<file path="src/rtl/dsp19x2_fir_sequencer.sv">
// ---------------------------------------------------------------------------
// dsp19x2_fir_sequencer
//
// Time-multiplexed dual-lane FIR controller for one DSP19X2 configured as a
// multiply-accumulate unit with input and output registers. One shared
// coefficient bank and one delay line per lane live here. For each accepted
// sample pair the block streams NUM_TAPS MAC cycles into the DSP, lets the
// DSP pipeline drain, captures both accumulator results and offers them on a
// valid/ready handshake. It owns every DSP control input.
//
// Ports
//   clk_i, reset_i              clock, synchronous active-high reset
//   s_valid_i / s_ready_o       sample handshake
//   s_data1_i, s_data2_i        9-bit lane samples
//   coef_we_i / coef_ready_o    coefficient write handshake
//   coef_addr_i, coef_data_i    tap index (4 bit), coefficient (10 bit)
//   dsp_a1_o, dsp_a2_o          coefficient to the DSP (10 bit)
//   dsp_b1_o, dsp_b2_o          delayed sample to the DSP (9 bit)
//   dsp_load_acc_o              accumulator load (first tap)
//   dsp_feedback_o ... acc_fir  static DSP configuration
//   dsp_z1_i, dsp_z2_i          DSP results (19 bit)
//   m_valid_o / m_ready_i       result handshake
//   m_data1_o, m_data2_o        filtered results (19 bit)
//   busy_o                      high while taps are issued or the DSP drains
// ---------------------------------------------------------------------------
module dsp19x2_fir_sequencer #(
  parameter int NUM_TAPS    = 8,
  parameter int SHIFT       = 0,
  parameter int PIPE_LAT    = 2,
  parameter int SIGNED_DATA = 1
) (
  input  logic        clk_i,
  input  logic        reset_i,
  input  logic        s_valid_i,
  output logic        s_ready_o,
  input  logic [8:0]  s_data1_i,
  input  logic [8:0]  s_data2_i,
  input  logic        coef_we_i,
  output logic        coef_ready_o,
  input  logic [3:0]  coef_addr_i,
  input  logic [9:0]  coef_data_i,
  output logic [9:0]  dsp_a1_o,
  output logic [9:0]  dsp_a2_o,
  output logic [8:0]  dsp_b1_o,
  output logic [8:0]  dsp_b2_o,
  output logic        dsp_load_acc_o,
  output logic [2:0]  dsp_feedback_o,
  output logic        dsp_subtract_o,
  output logic        dsp_saturate_o,
  output logic        dsp_round_o,
  output logic [4:0]  dsp_shift_right_o,
  output logic        dsp_unsigned_a_o,
  output logic        dsp_unsigned_b_o,
  output logic [4:0]  dsp_acc_fir_o,
  input  logic [18:0] dsp_z1_i,
  input  logic [18:0] dsp_z2_i,
  output logic        m_valid_o,
  input  logic        m_ready_i,
  output logic [18:0] m_data1_o,
  output logic [18:0] m_data2_o,
  output logic        busy_o
);

  typedef enum logic [1:0] {ST_IDLE, ST_MAC, ST_DRAIN, ST_OUT} state_e;

  localparam logic [3:0] K_LAST = 4'(NUM_TAPS - 1);
  localparam logic [1:0] D_LAST = 2'(PIPE_LAT - 1);

  state_e      state_q;
  logic [3:0]  k_q;        // index of the tap currently on the DSP inputs
  logic [3:0]  k_d;
  logic [1:0]  drain_q;
  logic        s_ready_q;
  logic        coef_ready_q;
  logic        m_valid_q;
  logic        busy_q;
  logic [9:0]  dsp_a_q;
  logic [8:0]  dsp_b1_q;
  logic [8:0]  dsp_b2_q;
  logic        load_q;
  logic [18:0] m_data1_q;
  logic [18:0] m_data2_q;

  logic [9:0]  coef_q [NUM_TAPS];
  logic [8:0]  x1_q   [NUM_TAPS];
  logic [8:0]  x2_q   [NUM_TAPS];

  logic        accept;
  logic        coef_wr;
  logic [9:0]  tap0_coef;
  logic [9:0]  nxt_coef;
  logic [8:0]  nxt_x1;
  logic [8:0]  nxt_x2;

  // s_ready_q is high only in IDLE, coef_ready_q only in IDLE and OUT.
  assign accept  = s_ready_q & s_valid_i;
  assign coef_wr = coef_ready_q & coef_we_i;
  assign k_d     = k_q + 4'd1;

  // NOTE: every always_comb output gets a default first so no path can
  // leave it unassigned and infer a latch.
  always_comb begin
    nxt_coef = '0;
    nxt_x1   = '0;
    nxt_x2   = '0;
    for (int i = 0; i < NUM_TAPS; i++) begin
      if (k_d == 4'(i)) begin
        nxt_coef = coef_q[i];
        nxt_x1   = x1_q[i];
        nxt_x2   = x2_q[i];
      end
    end
    // A write to tap 0 on the accept edge must already feed the first MAC.
    tap0_coef = (coef_wr && coef_addr_i == 4'd0) ? coef_data_i : coef_q[0];
  end

  // Coefficient bank and delay lines. Out-of-range addresses match no entry
  // and are therefore ignored.
  // NOTE: these small flop arrays are cleared on reset on purpose: a
  // restarted filter must not see stale history or old coefficients.
  always_ff @(posedge clk_i) begin
    if (reset_i) begin
      for (int i = 0; i < NUM_TAPS; i++) begin
        coef_q[i] <= '0;
        x1_q[i]   <= '0;
        x2_q[i]   <= '0;
      end
    end else begin
      for (int i = 0; i < NUM_TAPS; i++) begin
        if (coef_wr && coef_addr_i == 4'(i)) coef_q[i] <= coef_data_i;
      end
      if (accept) begin
        for (int i = NUM_TAPS - 1; i > 0; i--) begin
          x1_q[i] <= x1_q[i-1];
          x2_q[i] <= x2_q[i-1];
        end
        x1_q[0] <= s_data1_i;
        x2_q[0] <= s_data2_i;
      end
    end
  end

  // Sequencer. DSP inputs are registered, so each branch loads the values
  // the DSP must see in the following cycle.
  // NOTE: sequential state uses non-blocking assignments only, so every
  // register samples pre-edge values regardless of statement order.
  always_ff @(posedge clk_i) begin
    if (reset_i) begin
      state_q      <= ST_IDLE;
      k_q          <= '0;
      drain_q      <= '0;
      s_ready_q    <= 1'b1;
      coef_ready_q <= 1'b1;
      m_valid_q    <= 1'b0;
      busy_q       <= 1'b0;
      dsp_a_q      <= '0;
      dsp_b1_q     <= '0;
      dsp_b2_q     <= '0;
      load_q       <= 1'b0;
      m_data1_q    <= '0;
      m_data2_q    <= '0;
    end else begin
      case (state_q)
        ST_IDLE: begin
          if (accept) begin
            state_q      <= ST_MAC;
            k_q          <= '0;
            s_ready_q    <= 1'b0;
            coef_ready_q <= 1'b0;
            busy_q       <= 1'b1;
            // Tap 0 uses the incoming sample, which is x[0] after the shift.
            dsp_a_q      <= tap0_coef;
            dsp_b1_q     <= s_data1_i;
            dsp_b2_q     <= s_data2_i;
            load_q       <= 1'b1;
          end
        end
        ST_MAC: begin
          load_q <= 1'b0;
          if (k_q == K_LAST) begin
            state_q  <= ST_DRAIN;
            drain_q  <= '0;
            dsp_a_q  <= '0;
            dsp_b1_q <= '0;
            dsp_b2_q <= '0;
          end else begin
            k_q      <= k_d;
            dsp_a_q  <= nxt_coef;
            dsp_b1_q <= nxt_x1;
            dsp_b2_q <= nxt_x2;
          end
        end
        ST_DRAIN: begin
          // Zero operands keep the accumulator unchanged while the last
          // product works its way to DSP_Z.
          if (drain_q == D_LAST) begin
            state_q      <= ST_OUT;
            m_data1_q    <= dsp_z1_i;
            m_data2_q    <= dsp_z2_i;
            m_valid_q    <= 1'b1;
            busy_q       <= 1'b0;
            coef_ready_q <= 1'b1;
          end else begin
            drain_q <= drain_q + 2'd1;
          end
        end
        ST_OUT: begin
          if (m_ready_i) begin
            state_q   <= ST_IDLE;
            m_valid_q <= 1'b0;
            s_ready_q <= 1'b1;
          end
        end
        default: state_q <= ST_IDLE;
      endcase
    end
  end

  assign s_ready_o         = s_ready_q;
  assign coef_ready_o      = coef_ready_q;
  assign m_valid_o         = m_valid_q;
  assign busy_o            = busy_q;
  assign m_data1_o         = m_data1_q;
  assign m_data2_o         = m_data2_q;
  assign dsp_a1_o          = dsp_a_q;
  assign dsp_a2_o          = dsp_a_q;
  assign dsp_b1_o          = dsp_b1_q;
  assign dsp_b2_o          = dsp_b2_q;
  assign dsp_load_acc_o    = load_q;

  // Static DSP configuration.
  assign dsp_feedback_o    = 3'b000;
  assign dsp_subtract_o    = 1'b0;
  assign dsp_saturate_o    = 1'b1;
  assign dsp_round_o       = (SHIFT != 0);
  assign dsp_shift_right_o = 5'(SHIFT);
  assign dsp_unsigned_a_o  = (SIGNED_DATA == 0);
  assign dsp_unsigned_b_o  = (SIGNED_DATA == 0);
  assign dsp_acc_fir_o     = 5'd0;

endmodule

</file>
<file path="config.mk">
export PLATFORM = sky130hd
export DESIGN_NAME = dsp19x2_fir_sequencer
export DESIGN_NICKNAME = d
export VERILOG_FILES = /design/src/rtl/dsp19x2_fir_sequencer.sv
export SDC_FILE = /design/constraint.sdc
export NUM_CORES = 1
export LEC_CHECK = 0
export CORE_AREA = 4 4 174 193
export DETAILED_ROUTE_END_ITERATION = 6
export DIE_AREA = 0 0 178 197
export DONT_BUFFER_PORTS = 1
export SYNTH_ARGS = -nofsm -noshare
export SYNTH_HDL_FRONTEND = slang
export SYNTH_SLANG_ARGS = --single-unit
</file>
<file path="constraint.sdc">
create_clock -name clk_i -period 17.1 [get_ports clk_i]
set_clock_uncertainty 0.15 [all_clocks]
set_input_delay 3.42 -clock clk_i [delete_from_list [all_inputs] [get_ports clk_i]]
set_output_delay 3.42 -clock clk_i [all_outputs]
set_load 0.005 [all_outputs]
</file>
Word-level counts from Yosys, hierarchy flattened
Memories as Yosys holds them, arrays and structs flattened.
Index checks and enable logic that the tools add are counted.
Storage, ports and cells
  output and inout bits: 99
  bits in writable memories: 224
  bits in registers: 79
  input bits: 75
  memories kept: 3
  logic and storage cells: 202
Cells by class
  mux-type cells: 109
  reductions and logical operators: 24
  bitwise gates (word level): 26
  add/subtract/negate cells: 2
  eq/ne operators: 25
Memories
  coef_q: words 8, width 10, read ports 8, clocked after memory_dff 0, write ports 8, RTL line 84  | logic [9:0] coef_q [NUM_TAPS];
  x1_q: words 8, width 9, read ports 8, clocked after memory_dff 0, write ports 8, RTL line 85  | logic [8:0] x1_q [NUM_TAPS];
  x2_q: words 8, width 9, read ports 8, clocked after memory_dff 0, write ports 8, RTL line 86  | logic [8:0] x2_q [NUM_TAPS];
Operator list (number)
  $mux W9: 36
  $mux W10: 19
  $eq A4 B3 Y1 const B: 9
  $pmux W9 S2: 2
  $mux W1: 35
  $or A1 B1 Y1: 24
  $pmux W10 S2: 1
  $eq A4 B2 Y1 const B: 4
  $reduce_and A3 Y1: 5
  $mux W2: 6
  $ne A2 B2 Y1 const B: 6
  $pmux W1 S2: 5
  $reduce_bool A2 Y1: 5
  $eq A4 B1 Y1 const B: 2
  $logic_and A1 B1 Y1: 8
  $logic_not A4 Y1: 2
  $mux W4: 2
  $pmux W2 S4: 1
  $pmux W4 S2: 1
  $add A4 B1 Y4 const B: 1
  $eq A2 B1 Y1 const B: 2
  $eq A2 B2 Y1 const B: 2
  $pmux W2 S2: 1
  $reduce_and A2 Y1: 2
  other kinds (4): 5

Depth between registers and ports, before layout
Gate-level depths: netlist of the first run.
  depth after elaboration: 12
  depth in mapped cells: 10
  depth with buffers taken out: 7

Worst setup path before layout of the first run
No wires, ideal clock.
  path type: input-to-reg
  start point: input reset_i
  end point: memory x1_q[0][0], enable pin
  cell stages on the path: 3
  required time: 16.421 ns
  buffers on the path: 2
  library setup time: 0.529 ns
  path slack: 8.989 ns
  data arrival time: 7.432 ns
  cell sequence: clkbuf_1 > clkbuf_1 > nand2b_1
RTL lines
  start: declaration: RTL line 33  | input logic reset_i,
  end: declaration: RTL line 85

==> summary.txt, run 1 <==
Pwr
  • Sw frac: 30.6%
  • NetSw: about 0.62 mW
  • Leak Pwr: roughly 5.5 nW
  • Sequential share of power: a little under half
  • Worst VDD drop: approximately 0.078 mV
  • Clk pwr share: between 30% and 40%
  • Internal Dissipation: 1.41 mW
  • Combinational group share of total power: 22.4%
  • Pwr dens: roughly 130 nW/um^2

Synthesis
  • Compound-Gate Fraction of Synth Area: between 10 and 15%
  • XOR/XNOR share of the synthesized area: 0%
  • Avg Inst Size Synth: 10.8 um^2
  • Syn. warnings: 0
  • Netlist cell types: 56
  • Synth Area in Adders: less than 1%
  • Main combinational cell family by area after synthesis: simple AND/OR/NAND/NOR gates
  • Post-synthesis register bit count: roughly 300
  • Sequential area share after synthesis: about three fifths
  • Synth async-reset ratio: 0%
  • Mapped Area: 14100 um^2
  • Main synth FF type: edfxtp_1
  • Simple-gate share of the synthesized area: roughly a fifth
  • Post-synth EDFFs: between 200 and 250
  • Multiplexer share of the synthesized area: roughly 1.4%
  • Synthesized instance count: 1310

Worst hold path
  • Hold depth: 2
  • HP Start: m_data2_o[10]$_SDFFE_PP0P_
  • Sink of the worst hold path: m_data2_o[10]$_SDFFE_PP0P_
  • Worst hold path class: register to register

Floorplanning
  • Core Footprint: about 31000 um^2
  • FP Rows: about 70
  • Die area: around 35000 um^2
  • Initial Utilization: between 40 and 50%
  • # IOs: about 170
  • DIE HEIGHT: between 150 and 200 um
  • Die X-Extent: roughly 180 um

Routing
  • Wirelength per Cell: approximately 21 um
  • Remaining antenna violation count: 0
  • DRT Pass-1 Iters: 5
  • Vias: around 9.5k
  • DRT iter0 DRCs: 724
  • WL final: 35.6 mm
  • Via-to-Cell Ratio: around 5.6
  • DRC: 0

Setup path
  • Worst Path Required: ~17 ns
  • Critical R2R Capture: dsp_a1_o[4]$_SDFFE_PP0P_
  • Reg2Reg Setup Slack: ~14 ns
  • CP startpoint kind: primary input
  • Critical-path maximum fanout: 75
  • Crit-path cells: nand2_1 > nand2b_4 > buf_4
  • Slowest cell on crit path: buf_4
  • R2R cell count: 7
  • Setup CP Type: primary input to register
  • Critical path arrival: 5.32 ns
  • Crit path capture type: register
  • CP max stage delay: 0.86 ns
  • RR Startpoint: k_q[0]$_SDFFE_PP0P_

Timing
  • Count of pins over their slew limit: 0
  • Fmax: between 0.15 and 0.2 GHz
  • Unrepaired setup endpoints after global routing: false
  • Final Hold Viols: 0
  • Slew of the pin with the lowest slew margin: approximately 1.2 ns
  • Hold_ws: 0.326 ns
  • Final min period: roughly 5.3 ns
  • TNS Setup: 0 ns
  • Slew HR: between 10% and 20%
  • Final setup violation count: 0
  • Final period utilization: a little under a third

Global route
  • Met2 Usage GRT: about a third
  • First-pass GRT wire length: 54.4 mm
  • Pin count of the biggest net entering global routing: 130
  • Grt ovf: 0
  • GR peak layer: met2
  • Met1 Use GR: between 20% and 30%
  • Initial antenna violation count: 1
  • Tot GR Track Use: 19.6%
  • Vias in the first global route: roughly 9.4k
  • GR Util met3: between 4 and 5%

Final layout
  • Fraction of layout cells with a size suffix above 1: roughly 5.4%
  • Final core utilization: a little under 50%
  • Non-filler cells, final: 1689
  • Fillers: 2877
  • Nets: around 1.3k
  • Area Overhead vs Synth: 7.28%

Place
  • PortBufs: 0
  • Dpl hpwl: 21.1 mm
  • GPL Wtd Cong: between 0.8 and 0.9
  • Inst Count DP: between 1.5k and 2k

CTS
  • Sink Count: 303
  • Clk_lat worst skew: 0.54 ns
  • Worst-case clock buffer depth: 3
  • CTS tree: built
  • TritonCTS buffer count: 31
  • Hold-fix buffers at CTS: 0
  • Clock Pin Slew Worst Setup and Hold Paths: approximately 0.060 ns
  • Post-CTS Resized: 0
  • Buffer count from post-CTS setup fixing: 0
  • H-tree depth: 1
  • Root Driver: clkbuf_16

Outcome
  • Status: completed

Run
  • Max Cap Violations: 0
[cell families (layout without fill, tap and decap cells)]
kind of cell,Yosys count,after routing
buffers and inverters,158,99
AO/OA/AOI/OAI,286,286
multiplexers,19,19
AND/OR/NAND/NOR,531,531
flip-flops,303,303
adder cells (fa/ha/maj),11,11
other,2,20
[metrics by stage]
stage / power (mW) / instance area, um^2 / worst slack [ns]
floorplan: 1.29 / 14100 / 8.99
global placement: 1.40 / 14200 / 11.25
detailed placement: 1.41 / 14200 / 11.22
CTS: 2.05 / 15100 / 11.79
global route: 2.14 / 15100 / 11.64
finish: 2.04 / 15100 / 11.79
[final cells by class]
cell class                      instances  area [um^2]  share of cell area [%]
Clock inverter                         13          108                   0.712
Multi-Input combinational cell        865         5130                    34.0
Clock buffer                           43          831                    5.50
Antenna cell                            2         5.00                  0.0331
Inverter                               33          124                   0.820
Timing Repair Buffer                   10         75.1                   0.497
Tap cell                              420          526                    3.48
Sequential cell                       303         8310                    55.0
[critical path, delay by kind of cell]
| family | cells | cell delay, ns |
|---|---|---|
| simple gates | 2 | 0.94 |
| buf+inv | 1 | 0.86 |
[routing by layer]
layer  up-vias  part of all wire [%]
met2       248                    50
met1      4692                    41
met3        52                   6.5
met4         0                   2.4
met5         -                     0
li1       4495                     -
[cell usage in the layout, fill, tap and decap left out, drive strengths merged, types with 19 or more instances in the layout]
master,n
o21ai,19
nand2,139
nor2b,21
o31ai,31
mux2i,19
nand2b,26
and2,147
edfxtp,224
clkbuf,43
a221oi,25
nand3,54
nor2,121
inv,33
dfxtp,79
a21oi,91
[flip-flops by register name (all words and copies together), names as in the netlist]
name,cells
m_data2_o,19
x1_q,72
dsp_a1_o,10
x2_q,72
coef_ready_o,1
s_ready_o,1
busy_o,1
m_data1_o,19
coef_q,80
k_q,4
dsp_b2_o,9
drain_q,2
m_valid_o,1
dsp_b1_o,9
dsp_load_acc_o,1
state_q,2
[synthesized netlist by cell type (all sizes together) (3+ instances only)]
cell type | count | area [um^2]
nor2 | 121 | 459
a22oi | 9 | 67.6
a311oi | 18 | 158
dfxtp | 79 | 1580
mux2i | 19 | 190
and3b | 5 | 43.8
a211oi | 11 | 82.6
a221oi | 25 | 219
nand2 | 139 | 522
and3 | 3 | 18.8
o221ai | 7 | 61.3
a2111oi | 6 | 52.6
o21a | 18 | 135
nand3b | 5 | 41.3
o211ai | 3 | 22.5
o21ai | 19 | 95.1
nand3 | 54 | 270
o31ai | 31 | 233
o211a | 17 | 170
a21o | 9 | 67.6
edfxtp | 224 | 6730
nor3 | 3 | 15.0
a31oi | 6 | 67.6
and2 | 147 | 920
buf | 57 | 378
nand2b | 26 | 163
inv | 33 | 124
clkbuf | 68 | 255
a21oi | 91 | 459
a31o | 6 | 52.6
nor2b | 21 | 134
ha | 11 | 138
[worst max-delay path by stage]
stage / cells after the start / from / endpoint / slack, ns
finish: 3 / s_valid_i / x2_q[1][0]$_SDFFCE_PN0P_ / 11.79
global placement: 3 / s_valid_i / x2_q[1][27]$_SDFFCE_PN0P_ / 11.25
floorplan: 3 / reset_i / x1_q[0][0]$_SDFFCE_PN0P_ / 8.99
CTS: 3 / s_valid_i / x2_q[1][30]$_SDFFCE_PN0P_ / 11.79
detailed placement: 3 / s_valid_i / x2_q[1][27]$_SDFFCE_PN0P_ / 11.22
global route: 3 / s_valid_i / x2_q[0][2]$_SDFFCE_PN0P_ / 11.64
[power groups by stage]
stage	registers, mW	clock network (mW)	logic, mW
finish	0.940	0.640	0.457
global route	0.951	0.685	0.504
CTS	0.941	0.654	0.459
detailed placement	0.956	0	0.457
global placement	0.955	0	0.450
floorplan	0.934	0	0.356
(Power assumes the default switching activity.)
==> inputs of run 2 (changes only) <==
==> constraint.sdc (replaced) <==
create_clock -name clk_i -period 4.6 [get_ports clk_i]
set_clock_uncertainty 0.15 [all_clocks]
set_input_delay 0.92 -clock clk_i [delete_from_list [all_inputs] [get_ports clk_i]]
set_output_delay 0.92 -clock clk_i [all_outputs]
set_load 0.005 [all_outputs]
==> run 2 against run 1 <==
Compared with the run above:
- non-clock buffer count rose by 9
- core utilization increased by 0.66 points
- worst hold slack worse by 0.00077 ns
- die area did not move
- cell count is 0.71% higher
- final area is 1.4% higher
- clock power grew to 4.1 times the previous value
- highest routed layer unchanged
==> summary.txt, run 2 (synthesis gave the netlist of run 1 again) <==
Outcome
  • Status: completed

Routing
  • WL final: 36.8 mm (+3.4%)
  • WL met3: 2.82 mm (+21%)
  • Remaining antenna violation count: 0 (unchanged)
  • Met1 WL: 15.1 mm (+2.6%)
  • DRC: 0 (unchanged)
  • WL met2: 17.9 mm (+1.7%)
  • DRT Pass-1 Iters: 5 (unchanged)
  • Wirelength per Cell: 21.6 um (+2.6%)
  • Via-to-Cell Ratio: 5.73 (+2.0%)
  • DRT iter0 DRCs: 812 (+12%)
  • Top sig layer: met4
  • Vias: 9745 (+2.7%)

Global route
  • Initial antenna violation count: 0 (-1)
  • First-pass GRT wire length: 55.4 mm (+2.0%)
  • Pin count of the biggest net entering global routing: 101 (-22%)
  • Vias in the first global route: 9579 (+2.0%)
  • Tot GR Track Use: 20.2% (+0.60 points)
  • Grt ovf: 0 (unchanged)

Timing
  • TNS Setup: 0 ns (unchanged)
  • Fmax: between 0.3 and 0.4 GHz
  • Final Hold Viols: 0 (unchanged)
  • Unrepaired setup endpoints after global routing: false
  • Final min period: a little over 3 ns
  • Slew HR: 19.3% (-0.31 points)
  • Final period utilization: between 60 and 70%
  • Worst setup margin: 1.56 ns (-10.23 ns)
  • Final setup violation count: 0 (unchanged)
  • Slew of the pin with the lowest slew margin: 1.21 ns (+0.00458 ns)
  • Count of pins over their slew limit: 0 (unchanged)

CTS
  • Buffer count from post-CTS setup fixing: 0 (unchanged)
  • H-tree depth: 2 (+1)
  • Sink Count: 303 (unchanged)
  • Post-CTS Resized: 0 (unchanged)
  • Hold-fix buffers at CTS: 0 (unchanged)
  • Clk_lat worst skew: 0.51 ns (-0.03 ns)
  • Root Driver: clkbuf_16
  • Worst-case clock buffer depth: 3 (unchanged)
  • TritonCTS buffer count: 34 (+9.7%)
  • CTS tree: built
  • Clock Pin Slew Worst Setup and Hold Paths: 0.06 ns (about the same)

Final layout
  • Area occupied by multi-input gates: 5110 um^2 (-0.39%)
  • Commonest non-fill, non-tap cell in the layout: edfxtp_1
  • Area Overhead vs Synth: 8.75%
  • Fraction of layout cells with a size suffix above 1: 6.95% (+1.5 points)
  • Max reg flops: 80 (unchanged)
  • Fillers: 2852 (-0.87%)
  • Nets: 1342 (+0.90%)
  • Diode count: 0 (-2)
  • Seq. cell area: 8310 um^2 (unchanged)
  • Biggest regs: coef_q (80), x1_q (72), x2_q (72)
  • Final core utilization: 48.8% (+0.66 points)
  • Biggest register: coef_q
  • Most frequent cells in the layout: 224 x edfxtp_1, 147 x and2_1, 139 x nand2_1

Setup path
  • Crit path capture type: register
  • Worst Path Required: 4.81 ns (-12.31 ns)
  • R2R cell count: 7 (unchanged)
  • Critical path arrival: 3.25 ns (-2.07 ns)
  • Crit-path cells: inv_1 > ha_2 > and4bb_1 > a31oi_4 > nand2b_1 > a2111oi_0 > a211oi_1
  • CP max stage delay: 0.63 ns (-0.23 ns)
  • Critical-path maximum fanout: 19 (-75%)
  • Slowest cell on crit path: a31oi_4
  • Setup CP Type: register to register
  • CP startpoint kind: register
  • Reg2Reg Setup Slack: 1.56 ns (-12.08 ns)

Pwr
  • Pwr dens: 514 nW/um^2 (+280%)
  • Worst VDD drop: 0.269 mV (+250%)
  • Leak Pwr: 5.57 nW (+2.2%)

Worst hold path
  • Hold depth: 2 (unchanged)
  • Worst hold path class: register to register

Place
  • Dpl hpwl: 23.2 mm (+10%)
  • GPL Wtd Cong: 0.828 (+1.2%)
  • PortBufs: 0 (unchanged)
  • Pre-CTS setup slack: 1.54 ns (-9.68 ns)

Floorplanning
  • Initial Utilization: 44.9% (unchanged)
  • Die X-Extent: 178 um (unchanged)
  • # IOs: 174 (unchanged)
  • Die area: 35100 um^2 (unchanged)
  • Core Footprint: 31400 um^2 (unchanged)
  • DIE HEIGHT: 197 um (unchanged)
  • FP Rows: 68 (unchanged)

Run
  • Max Cap Violations: 0 (unchanged)
run 2: per-stage QoR:
| step | instances | hold slack [ns] | total power [mW] | cell area [um^2] |
|---|---|---|---|---|
| 2_1_floorplan | 1326 | 0.298 | 4.79 | 14100 |
| 3_3_place_gp | 1640 | 0.315 | 5.27 | 14200 |
| 3_5_place_dp | 1640 | 0.317 | 5.29 | 14200 |
| 4_1_cts | 1701 | 0.325 | 7.92 | 15300 |
| 5_1_grt | 1701 | 0.317 | 8.24 | 15300 |
| 6_report | 1701 | 0.325 | 7.88 | 15300 |
run 2: final cells by class:
type / count / share of cell area, %
Multi-Input combinational cell: 865 / 33.4
Tap cell: 420 / 3.43
Sequential cell: 303 / 54.2
Timing Repair Buffer: 19 / 1.01
Clock buffer: 47 / 6.47
Clock inverter: 14 / 0.645
Inverter: 33 / 0.809
run 2: critical path: cells and delay by family, from the launching register on:
| kind | cells | cell delay (ns) |
|---|---|---|
| AO/OA/AOI/OAI | 3 | 1.18 |
| flip-flops | 1 | 0.48 |
| adder cells (fa/ha/maj) | 1 | 0.31 |
| AND/OR/NAND/NOR | 2 | 0.64 |
| buffers and inverters | 1 | 0.15 |
run 2: worst paths after layout:
path	startpoint	end
max	k_q[0]$_SDFFE_PP0P_	dsp_a1_o[0]$_SDFFE_PP0P_
max reg2reg	k_q[0]$_SDFFE_PP0P_	dsp_a1_o[0]$_SDFFE_PP0P_
min	m_data1_o[1]$_SDFFE_PP0P_	m_data1_o[1]$_SDFFE_PP0P_
min reg2reg	m_data1_o[1]$_SDFFE_PP0P_	m_data1_o[1]$_SDFFE_PP0P_
run 2: power breakdown:
group	switching, mW	internal, mW
clock network	1.08	1.56
logic	1.10	0.633
registers	0.232	3.28
run 2: metal layers:
layer	global-route usage (%)	vias up
met5	0	-
met4	5.76	0
met3	4.87	69
met2	33.2	332
met1	26.8	4828
li1	-	4516
